==> src/rtl/fetch_unit_pkg.sv <==
// Shared types and constants for the instruction fetch stage.
//   fetch_state_e  : fetch FSM states (IDLE, REQ, WAIT, DROP)
//   fetch_entry_t  : one buffered fetch result {pc, inst, fault}
//   RESET_PC_DEFAULT, PC_STEP_DEFAULT, NOP_INST, FIFO sizing
package fetch_unit_pkg;

   localparam int unsigned XLEN             = 32;
   localparam int unsigned FIFO_DEPTH       = 2;
   localparam int unsigned CNT_W            = 2;
   localparam int unsigned PC_STEP_DEFAULT  = 4;
   localparam logic [XLEN-1:0] RESET_PC_DEFAULT = 32'h3000_0000;
   localparam logic [XLEN-1:0] NOP_INST         = 32'h0000_0013;
   localparam logic [XLEN-1:0] PC_ALIGN_MASK    = 32'hFFFF_FFFC;

   typedef enum logic [1:0] {
      IDLE = 2'd0,
      REQ  = 2'd1,
      WAIT = 2'd2,
      DROP = 2'd3
   } fetch_state_e;

   typedef struct packed {
      logic [XLEN-1:0] pc;
      logic [XLEN-1:0] inst;
      logic            fault;
   } fetch_entry_t;

endpackage

==> src/rtl/fetch_unit_buf.sv <==
// fetch_buf: 2-entry synchronous FIFO of fetch entries.
//   clock, reset  : clock, synchronous active-high reset
//   clear         : drop all entries (wins over push/pop)
//   push, push_entry : write one entry
//   pop           : retire head entry
//   count         : number of valid entries (0..2)
//   head          : entry at the read pointer (registered storage)
module fetch_buf
   import fetch_unit_pkg::*;
(
   input  logic             clock,
   input  logic             reset,
   input  logic             clear,
   input  logic             push,
   input  fetch_entry_t     push_entry,
   input  logic             pop,
   output logic [CNT_W-1:0] count,
   output fetch_entry_t     head
);

   fetch_entry_t mem [FIFO_DEPTH];
   logic         rd_ptr;
   logic         wr_ptr;
   logic         do_push;
   logic         do_pop;

   // Push into a full FIFO is only legal when the head leaves the same cycle.
   assign do_pop  = pop && (count != '0);
   assign do_push = push && ((count != CNT_W'(FIFO_DEPTH)) || do_pop);

   always_ff @(posedge clock) begin
      if (reset) begin
         rd_ptr <= 1'b0;
         wr_ptr <= 1'b0;
         count  <= '0;
         for (int unsigned i = 0; i < FIFO_DEPTH; i++) begin
            mem[i] <= '0;
         end
      end else if (clear) begin
         rd_ptr <= 1'b0;
         wr_ptr <= 1'b0;
         count  <= '0;
      end else begin
         if (do_push) begin
            mem[wr_ptr] <= push_entry;
            wr_ptr      <= ~wr_ptr;
         end
         if (do_pop) begin
            rd_ptr <= ~rd_ptr;
         end
         count <= count + CNT_W'(do_push) - CNT_W'(do_pop);
      end
   end

   assign head = mem[rd_ptr];

endmodule

==> src/rtl/fetch_unit.sv <==
// fetch_unit: instruction fetch stage feeding decode.
// Holds the PC, issues single-outstanding word reads, buffers up to two
// responses and presents {pc, inst} with a valid/ready handshake.
// Ports:
//   clock, reset                 : clock, synchronous active-high reset
//   imem_req_valid/ready/addr    : instruction memory read request
//   imem_rsp_valid/data/err      : instruction memory response (no back-pressure)
//   ifu_pc, inst, inst_valid     : presented entry to decode
//   idu_ready, block             : decode accept / downstream stall
//   fetch_fault                  : presented entry carries a bus error
//   redirect_valid, redirect_pc  : load new PC (low two bits forced to 0)
//   clear_pipeline               : flush buffered instructions
// Build option FETCH_PERF_COUNTERS_EN adds perf_fetch_cnt, perf_drop_cnt,
// perf_stall_cnt outputs.
module fetch_unit
   import fetch_unit_pkg::*;
#(
   parameter logic [XLEN-1:0] RESET_PC = RESET_PC_DEFAULT,
   parameter int unsigned     PC_STEP  = PC_STEP_DEFAULT
)(
   input  logic            clock,
   input  logic            reset,
   output logic            imem_req_valid,
   input  logic            imem_req_ready,
   output logic [XLEN-1:0] imem_req_addr,
   input  logic            imem_rsp_valid,
   input  logic [XLEN-1:0] imem_rsp_data,
   input  logic            imem_rsp_err,
   output logic [XLEN-1:0] ifu_pc,
   output logic [XLEN-1:0] inst,
   output logic            inst_valid,
   input  logic            idu_ready,
   input  logic            block,
   output logic            fetch_fault,
   input  logic            redirect_valid,
   input  logic [XLEN-1:0] redirect_pc,
   input  logic            clear_pipeline
`ifdef FETCH_PERF_COUNTERS_EN
   ,
   output logic [31:0]     perf_fetch_cnt,
   output logic [31:0]     perf_drop_cnt,
   output logic [31:0]     perf_stall_cnt
`endif
);

   fetch_state_e     state;
   fetch_state_e     state_n;
   logic [XLEN-1:0]  pc;
   logic [XLEN-1:0]  pc_n;
   logic [XLEN-1:0]  req_pc;
   logic [CNT_W-1:0] fifo_count;
   fetch_entry_t     head;
   fetch_entry_t     push_entry;
   logic             flush;
   logic             outstanding;
   logic             req_fire;
   logic             rsp_take;
   logic             push;
   logic             pop;
   logic             credit_after_rsp;

   assign flush       = redirect_valid | clear_pipeline;
   assign outstanding = (state == WAIT) || (state == DROP);
   assign req_fire    = (state == REQ) && imem_req_ready;
   assign rsp_take    = (state == WAIT) && imem_rsp_valid;
   assign inst_valid  = (fifo_count != '0);
   assign pop         = inst_valid && idu_ready && !block && !flush;
   assign push        = rsp_take && !flush;

   // Faulting responses are stored as a nop so the FIFO head is presentable as-is.
   assign push_entry = '{pc:    req_pc,
                         inst:  imem_rsp_err ? NOP_INST : imem_rsp_data,
                         fault: imem_rsp_err};

   // After the pending response lands, outstanding drops to 0 and count becomes count+1-pop.
   assign credit_after_rsp = (fifo_count == '0) || ((fifo_count == CNT_W'(1)) && pop);

   fetch_buf u_buf (
      .clock      (clock),
      .reset      (reset),
      .clear      (flush),
      .push       (push),
      .push_entry (push_entry),
      .pop        (pop),
      .count      (fifo_count),
      .head       (head)
   );

   // State, PC and request-PC registers.
   always_ff @(posedge clock) begin
      if (reset) begin
         state  <= IDLE;
         pc     <= RESET_PC;
         req_pc <= '0;
      end else begin
         state <= state_n;
         pc    <= pc_n;
         if (req_fire) begin
            req_pc <= pc;
         end
      end
   end

   // Next-state and next-PC.
   always_comb begin
      state_n = state;
      pc_n    = pc;
      case (state)
         IDLE: begin
            if (fifo_count < CNT_W'(FIFO_DEPTH)) begin
               state_n = REQ;
            end
         end
         REQ: begin
            if (imem_req_ready) begin
               state_n = WAIT;
               pc_n    = pc + XLEN'(PC_STEP);
            end
         end
         WAIT: begin
            if (imem_rsp_valid) begin
               state_n = credit_after_rsp ? REQ : IDLE;
            end
         end
         DROP: begin
            if (imem_rsp_valid) begin
               state_n = REQ;
            end
         end
         default: state_n = IDLE;
      endcase
      // A response arriving in the flush cycle completes the transaction, so
      // only a still-pending or just-issued request needs the DROP state.
      if (flush) begin
         pc_n    = redirect_valid ? (redirect_pc & PC_ALIGN_MASK) : pc;
         state_n = (req_fire || (outstanding && !imem_rsp_valid)) ? DROP : REQ;
      end
   end

   assign imem_req_valid = (state == REQ);
   assign imem_req_addr  = pc;

   assign ifu_pc      = inst_valid ? head.pc   : '0;
   assign inst        = inst_valid ? head.inst : '0;
   assign fetch_fault = inst_valid && head.fault;

`ifdef FETCH_PERF_COUNTERS_EN
   // Event counters; untouched by clear_pipeline, wrap naturally.
   always_ff @(posedge clock) begin
      if (reset) begin
         perf_fetch_cnt <= '0;
         perf_drop_cnt  <= '0;
         perf_stall_cnt <= '0;
      end else begin
         if (push) begin
            perf_fetch_cnt <= perf_fetch_cnt + 32'd1;
         end
         if ((state == DROP) && imem_rsp_valid) begin
            perf_drop_cnt <= perf_drop_cnt + 32'd1;
         end
         if (inst_valid && (!idu_ready || block)) begin
            perf_stall_cnt <= perf_stall_cnt + 32'd1;
         end
      end
   end
`endif

endmodule

==> config.mk <==
export PLATFORM = sky130hd
export DESIGN_NAME = fetch_unit
export DESIGN_NICKNAME = d
export VERILOG_FILES = /design/src/rtl/fetch_unit_pkg.sv /design/src/rtl/fetch_unit_buf.sv /design/src/rtl/fetch_unit.sv
export SDC_FILE = /design/constraint.sdc
export NUM_CORES = 1
export LEC_CHECK = 0
export CORE_MARGIN = 2
export CORE_UTILIZATION = 30
export DETAILED_ROUTE_END_ITERATION = 10
export DONT_BUFFER_PORTS = 1
export SKIP_LAST_GASP = 1
export SLEW_MARGIN = 20
export SYNTH_ARGS = -nofsm -noshare
export SYNTH_HDL_FRONTEND = slang
export SYNTH_SLANG_ARGS = --single-unit
==> constraint.sdc <==
create_clock -name clock -period 6.23 [get_ports clock]
set_clock_uncertainty 0.1 [all_clocks]
set_input_delay 0.9345 -clock clock [delete_from_list [all_inputs] [get_ports clock]]
set_output_delay 0.9345 -clock clock [all_outputs]
set_load 0.05 [all_outputs]
==> out/qor.txt, run 1 <==
outcome -> completed
fmax -> 0.269 GHz
post-CTS setup buffers -> 0
CTS buffer count -> 17
footprint of the multi-input gates -> 0.00343 sq mm
top post-synthesis cells by area -> edfxtp_1 (43%), dfxtp_1 (15%), mux2i_1 (7.5%)
clk sink count -> 193
worst hold slack -> 359 ps
routing usage on met3 -> 0.0420
number of gates resized after CTS -> 0
Iter 0 DRT Violations -> 350
Hold Path Depth -> 2
Max Buffers Root-to-Sink -> 2
top-count cell post-synth -> nor2_1
worst hold start -> req_pc[5]$_SDFFE_PP0P_
Req. time, crit path -> 5200 ps
register area -> 0.00513 sq mm
fin nets -> 903
Die Wd -> 175 um
P_leak -> 3.16 nW
top cell type's share of synthesized area -> 0.429
delay-heaviest family, CP -> flip-flops
worst reg-to-reg setup slack -> 3290 ps
num ports -> 172
gpl congestion -> 0.830
setup TNS -> 0 ps
CP Cell Sequence -> buf_4 > mux2i_1 > nor2_1
Max Slew Vio Count -> 0
Period minus WS final -> 3720 ps
Worst-Margin Slew -> 1100 ps
Post-CTS Hold Fix Bufs -> 0
Primary FF master, synth -> edfxtp_1
Synth top cells by count -> nor2_1 (173), edfxtp_1 (126), nand2_1 (89), dfxtp_1 (67)
Synth Cell Area -> 0.00881 sq mm
post-synthesis cell count -> 855
Max stage delay cell, worst path -> dfxtp_4
clock-pin slew on the worst setup and hold paths -> 70 ps
GRT Total Usage -> 0.139
Initial Util -> 0.306
Synth cell types -> 54
post-synthesis async set-or-reset flop share -> 0
H-tree depth -> 4
Synth area leader -> edfxtp_1
Clock Latency Late Sink -> 430 ps
CP arrival -> 2680 ps
vias per cell -> 4.78
Layout area overhead -> 10.2%
switching share of power -> 0.260
Fillers -> 2923
wire per inst -> 17.5 um
crit-path max cell delay -> 760 ps
Pint -> 0.00198 W
RR Endpoint -> u_buf.count[1]$_SDFF_PP0_
relative slew slack -> 0.265
Root Driver -> clkbuf_16
part of the power in the clock network -> 0.399
CP Max Fanout -> 34
initial antenna violation count -> 1
worst setup margin -> 2510 ps
Hold Path Sink -> req_pc[5]$_SDFFE_PP0P_
FF+latch count, synth -> 193
DR vias -> 5852
final setup violation count -> 0
final WL -> 21.4 mm
busiest grt layer -> met2
CTS tree -> yes
first-pass GRT wire length -> 32.9 mm
switching pwr -> 0.000695 W
# rows -> 62
DRT antenna net count -> 0
startpoint types -> flop
Synth Warn # -> 0
Crit Path Category -> reg2out
Crit. End Element -> output port
Worst R2R Start -> u_buf.count[1]$_SDFF_PP0_
RSZ-0062 raised after global routing -> false
Peak VDD IR -> 184 uV
worst min path class -> reg2reg
Residual DRC -> 0
Avg Cell Area, Syn -> 10.3 sq um
number of synthesized flops with an enable pin -> 126
HPWL after detailed placement -> 14.0 mm
worst slack, placed -> 2860 ps
MaxCap Viol Count -> 0
met1 Usage GRT -> 0.183
vias in the first global route -> 5709
register area share after synthesis -> 0.582
GR Layer Usage met2 -> 0.221
Core Box Area -> 0.0288 sq mm
final worst path period share -> 0.596
share of cells above drive strength 1 -> 0.0631
drt pass-1 iters -> 5
Die Ht -> 175 um
Die ar. -> 0.0308 sq mm
combinational power share -> 0.042
power per cell area -> 275 mW/mm^2
gr ovfl total -> 0
CP Buf/Inv Count -> 1
largest net degree at the start of global routing -> 65
# port buffers -> 0
share of power burned in registers -> 0.559
worst r2r path cells -> 10
Hold Vio Cnt, Final -> 0
[worst register-to-register path, stage by stage, from the launching register on]
cell     delay (ps)
dfxtp_1         350
nor2_4          100
buf_4           560
inv_1           500
and3_1          370
ha_1            280
inv_1            30
ha_1            180
xnor2_1         180
xnor2_1         140
nor2_1           50
[kinds of logic after synthesis]
family | after synthesis | share of synthesized area
adders and majority gates | 3 | 0.00426
AOI/OAI and AO/OA | 91 | 0.0655
other | 1 | 0.000426
and+or+nand+nor | 417 | 0.226
DFF | 193 | 0.582
buffers and inverters | 69 | 0.0325
muxes | 66 | 0.0750
xor gates and xnor gates | 15 | 0.0149
[metal layers]
metal	vias to the layer above	routed length (um)
met3	17	1500
met5	-	0
met4	0	235
met1	2760	9590
li1	2885	-
met2	190	10100
[per-stage QoR]
stage	std cells	instance area (sq um)	util	power, W
finish	1225	9710	0.338	0.00267
global route	1225	9710	0.338	0.00278
CTS	1224	9710	0.337	0.00271
detailed placement	1192	9140	0.318	0.00164
global placement	1192	9140	0.318	0.00164
floorplan	858	8820	-	0.00161
[state kept, by name (all words and copies together) (netlist names), named ones only]
| name | cells |
|---|---|
| u_buf.rd_ptr | 1 |
| imem_req_addr | 30 |
| u_buf.mem | 126 |
| req_pc | 30 |
| u_buf.wr_ptr | 1 |
| state | 2 |
| u_buf.count | 2 |
[cell type report]
cell class              instances  area share
diodes                          1    0.000258
inverters                      11     0.00425
repair buffers                  8     0.00618
clock inverters                14      0.0148
flip-flops and latches        193       0.528
clock buffers                  18      0.0442
well taps                     384      0.0495
multi-input cells             596       0.353
[cells in the final DEF (no fill, tap or decap), types with 2 or more instances in the layout]
cell and n:
nor3_1 12, xnor2_1 7, nor4_1 5, inv_8 5
a211oi_1 14, nand3_1 11, nor2_1 172, o211ai_1 2
a21oi_1 39, xor2_1 8, clkinv_8 2, nand4_1 10
o21ai_0 14, and3_1 3, edfxtp_1 126, mux2i_1 66
conb_1 4, nand2_1 88, ha_1 3, clkinvlp_4 2
inv_1 10, and4_1 4, buf_4 8, clkinv_4 2
nor2b_1 3, clkbuf_16 17, a2111oi_0 4, a311oi_1 6
nand2b_1 30, inv_6 2, dfxtp_1 66, and2_1 66
[power by group through the flow]
stage          Sequential [W]  Clock (W)  Combinational [W]
6_report              0.00150    0.00107           0.000111
3_5_place_dp          0.00152          0           0.000113
2_1_floorplan         0.00151          0           0.000102
4_1_cts               0.00150    0.00110           0.000113
5_1_grt               0.00150    0.00115           0.000126
3_3_place_gp          0.00152          0           0.000112
[how the worst max path moves through the flow]
| stage | cells past startpoint | to | slack (ps) |
|---|---|---|---|
| 3_5_place_dp | 5 | u_buf.mem[0][8]$_SDFFCE_PN0P_ | 2860 |
| 6_report | 3 | ifu_pc[31] | 2510 |
| 3_3_place_gp | 5 | u_buf.mem[0][8]$_SDFFCE_PN0P_ | 2890 |
| 2_1_floorplan | 6 | u_buf.mem[1][0]$_SDFFCE_PN0P_ | 2660 |
| 5_1_grt | 3 | inst[31] | 2380 |
| 4_1_cts | 3 | ifu_pc[31] | 2440 |
(Power assumes the default switching activity.)
==> run 2: changes to the inputs <==
==> constraint.sdc (replaced) <==
create_clock -name clock -period 3.5 [get_ports clock]
set_clock_uncertainty 0.1 [all_clocks]
set_input_delay 0.525 -clock clock [delete_from_list [all_inputs] [get_ports clock]]
set_output_delay 0.525 -clock clock [all_outputs]
set_load 0.05 [all_outputs]
==> out/qor.txt, run 2 (synthesis gave the netlist of run 1 again) <==
antenna diode count -> 0 (was 1)
outcome -> completed (unchanged)
worst min path class -> in2reg (was reg2reg)
MaxCap Viol Count -> 0 (unchanged)
clock-pin slew on the worst setup and hold paths -> 80 ps (was 70 ps)
Clock Latency Late Sink -> 430 ps (about the same)
Crit. End Element -> output port (unchanged)
H-tree depth -> 4 (unchanged)
Max Slew Vio Count -> 0 (unchanged)
CTS buffer count -> 17 (unchanged)
DR vias -> 6117 (was 5852)
Fillers -> 2867 (was 2923)
number of gates resized after CTS -> 0 (unchanged)
area post-placement -> 0.00978 sq mm (was 0.00914 sq mm)
final worst path period share -> 0.754
gpl congestion -> 0.855 (was 0.830)
worst r2r path cells -> 10 (unchanged)
P_leak -> 3.62 nW (was 3.16 nW)
startpoint types -> flop (unchanged)
Initial Util -> 0.306 (unchanged)
GRT Total Usage -> 0.141 (was 0.139)
most frequent cells in the layout -> nor2_1 (172), edfxtp_1 (126), nand2_1 (88) (unchanged)
Max Buffers Root-to-Sink -> 2 (unchanged)
Peak VDD IR -> 217 uV (was 184 uV)
DRT antenna net count -> 0 (unchanged)
Req. time, crit path -> 2870 ps (was 5200 ps)
largest register by flop count -> u_buf.mem (unchanged)
combinational power share -> 0.064 (was 0.042)
Period minus WS final -> 2640 ps
num ports -> 172 (unchanged)
worst hold start -> reset (was req_pc[5]$_SDFFE_PP0P_)
power per cell area -> 468 mW/mm^2 (was 275 mW/mm^2)
fin nets -> 984 (was 903)
final instance area -> 0.0104 sq mm (was 0.00971 sq mm)
commonest non-fill, non-tap cell in the layout -> nor2_1 (unchanged)
final setup violation count -> 0 (unchanged)
final WL -> 21.5 mm (was 21.4 mm)
initial antenna violation count -> 0 (was 1)
RR Endpoint -> u_buf.count[1]$_SDFF_PP0_ (unchanged)
CTS tree -> yes (unchanged)
switching pwr -> 0.00119 W (was 0.000695 W)
vias per cell -> 4.69 (was 4.78)
setup TNS -> 0 ps (unchanged)
gr ovfl total -> 0 (unchanged)
Die Ht -> 175 um (unchanged)
Worst-Margin Slew -> 1040 ps (was 1100 ps)
Die Wd -> 175 um (unchanged)
Hold Path Sink -> imem_req_addr[15]$_SDFFE_PP0P_ (was req_pc[5]$_SDFFE_PP0P_)
first-pass GRT wire length -> 33.5 mm (was 32.9 mm)
# rows -> 62 (unchanged)
Iter 0 DRT Violations -> 371 (was 350)
Hold Path Depth -> 1 (was 2)
CP arrival -> 2010 ps (was 2680 ps)
Hold Vio Cnt, Final -> 0 (unchanged)
largest net degree at the start of global routing -> 58 (was 65)
Worst R2R Start -> u_buf.count[1]$_SDFF_PP0_ (unchanged)
post-CTS setup buffers -> 0 (unchanged)
Root Driver -> clkbuf_16 (unchanged)
share of power burned in registers -> 0.532 (was 0.559)
RSZ-0062 raised after global routing -> false (unchanged)
clk sink count -> 193 (unchanged)
Post-CTS Hold Fix Bufs -> 0 (unchanged)
switching share of power -> 0.245 (was 0.260)
share of cells above drive strength 1 -> 0.143 (was 0.0631)
# port buffers -> 0 (unchanged)
part of the power in the clock network -> 0.404 (was 0.399)
fin util -> 0.360 (was 0.338)
HPWL after detailed placement -> 14.7 mm (was 14.0 mm)
Core Box Area -> 0.0288 sq mm (unchanged)
Residual DRC -> 0 (unchanged)
CP Max Fanout -> 42 (was 34)
vias in the first global route -> 5870 (was 5709)
Crit Path Category -> reg2out (unchanged)
drt pass-1 iters -> 4 (was 5)
Layout area overhead -> 17.7% (was 10.2%)
Die ar. -> 0.0308 sq mm (unchanged)
wire per inst -> 16.5 um (was 17.5 um)
worst reg-to-reg setup slack -> 1090 ps (was 3290 ps)
max reg flops -> 126 (unchanged)
Pint -> 0.00366 W (was 0.00198 W)
fmax -> 0.379 GHz
relative slew slack -> 0.305 (was 0.265)
-- run 2: changes by cell type in the layout (fill, tap and decap cells not counted), sizes merged --
cell / change
buf: +81
bufinv: +2
clkbuf: -1
clkinv: +4
clkinvlp: -2
diode: -1
inv: -3
-- run 2: cell type report --
class	instances	area, sq um	share of cell area
sequential	193	5130	0.495
tap	384	480	0.0463
timing repair buffer	89	706	0.0681
inverter	11	41.3	0.00398
multi-input combinational	596	3430	0.331
clock buffer	17	425	0.0410
clock inverter	15	159	0.0153
-- run 2: through the flow --
stage          power (W)  cells  hold WS [ps]  setup WS, ps
2_1_floorplan    0.00287    858           340           342
3_3_place_gp     0.00294   1273           345           872
3_5_place_dp     0.00295   1273           351           847
4_1_cts          0.00491   1305          28.8           766
5_1_grt          0.00503   1305          26.3           717
6_report         0.00485   1305          57.0           862
-- run 2: worst max path at each step --
stage | start | to | slack [ps] | cells after the start
global route | u_buf.count[1]$_SDFF_PP0_ | inst[2] | 720 | 5
finish | u_buf.count[1]$_SDFF_PP0_ | inst[2] | 860 | 5
detailed placement | idu_ready | u_buf.mem[1][10]$_SDFFCE_PN0P_ | 850 | 6
global placement | idu_ready | u_buf.mem[1][40]$_SDFFCE_PN0P_ | 870 | 6
floorplan | redirect_valid | u_buf.mem[1][0]$_SDFFCE_PN0P_ | 340 | 6
CTS | u_buf.count[1]$_SDFF_PP0_ | ifu_pc[13] | 770 | 5
-- run 2: critical path: stages, from the launching register on --
cell and delay (ps):
dfxtp_1 350, nor2_4 100, buf_4 270, buf_4 470, nor2_1 140, buf_4 220
-- run 2: power by group through the flow --
stage	clock (W)	combinational, W	sequential, W
3_3_place_gp	0	0.000313	0.00263
6_report	0.00196	0.000312	0.00258
3_5_place_dp	0	0.000314	0.00263
5_1_grt	0.00210	0.000341	0.00259
2_1_floorplan	0	0.000181	0.00268
4_1_cts	0.00201	0.000315	0.00258
-- run 2: layer usage --
| metal | vias to the layer above | wire length [um] | global-route usage |
|---|---|---|---|
| met1 | 2860 | 9950 | 0.192 |
| met5 | - | 0 | 0 |
| met4 | 0 | 175 | 0.0333 |
| met2 | 200 | 9860 | 0.222 |
| met3 | 13 | 1550 | 0.0411 |
| li1 | 3044 | - | - |
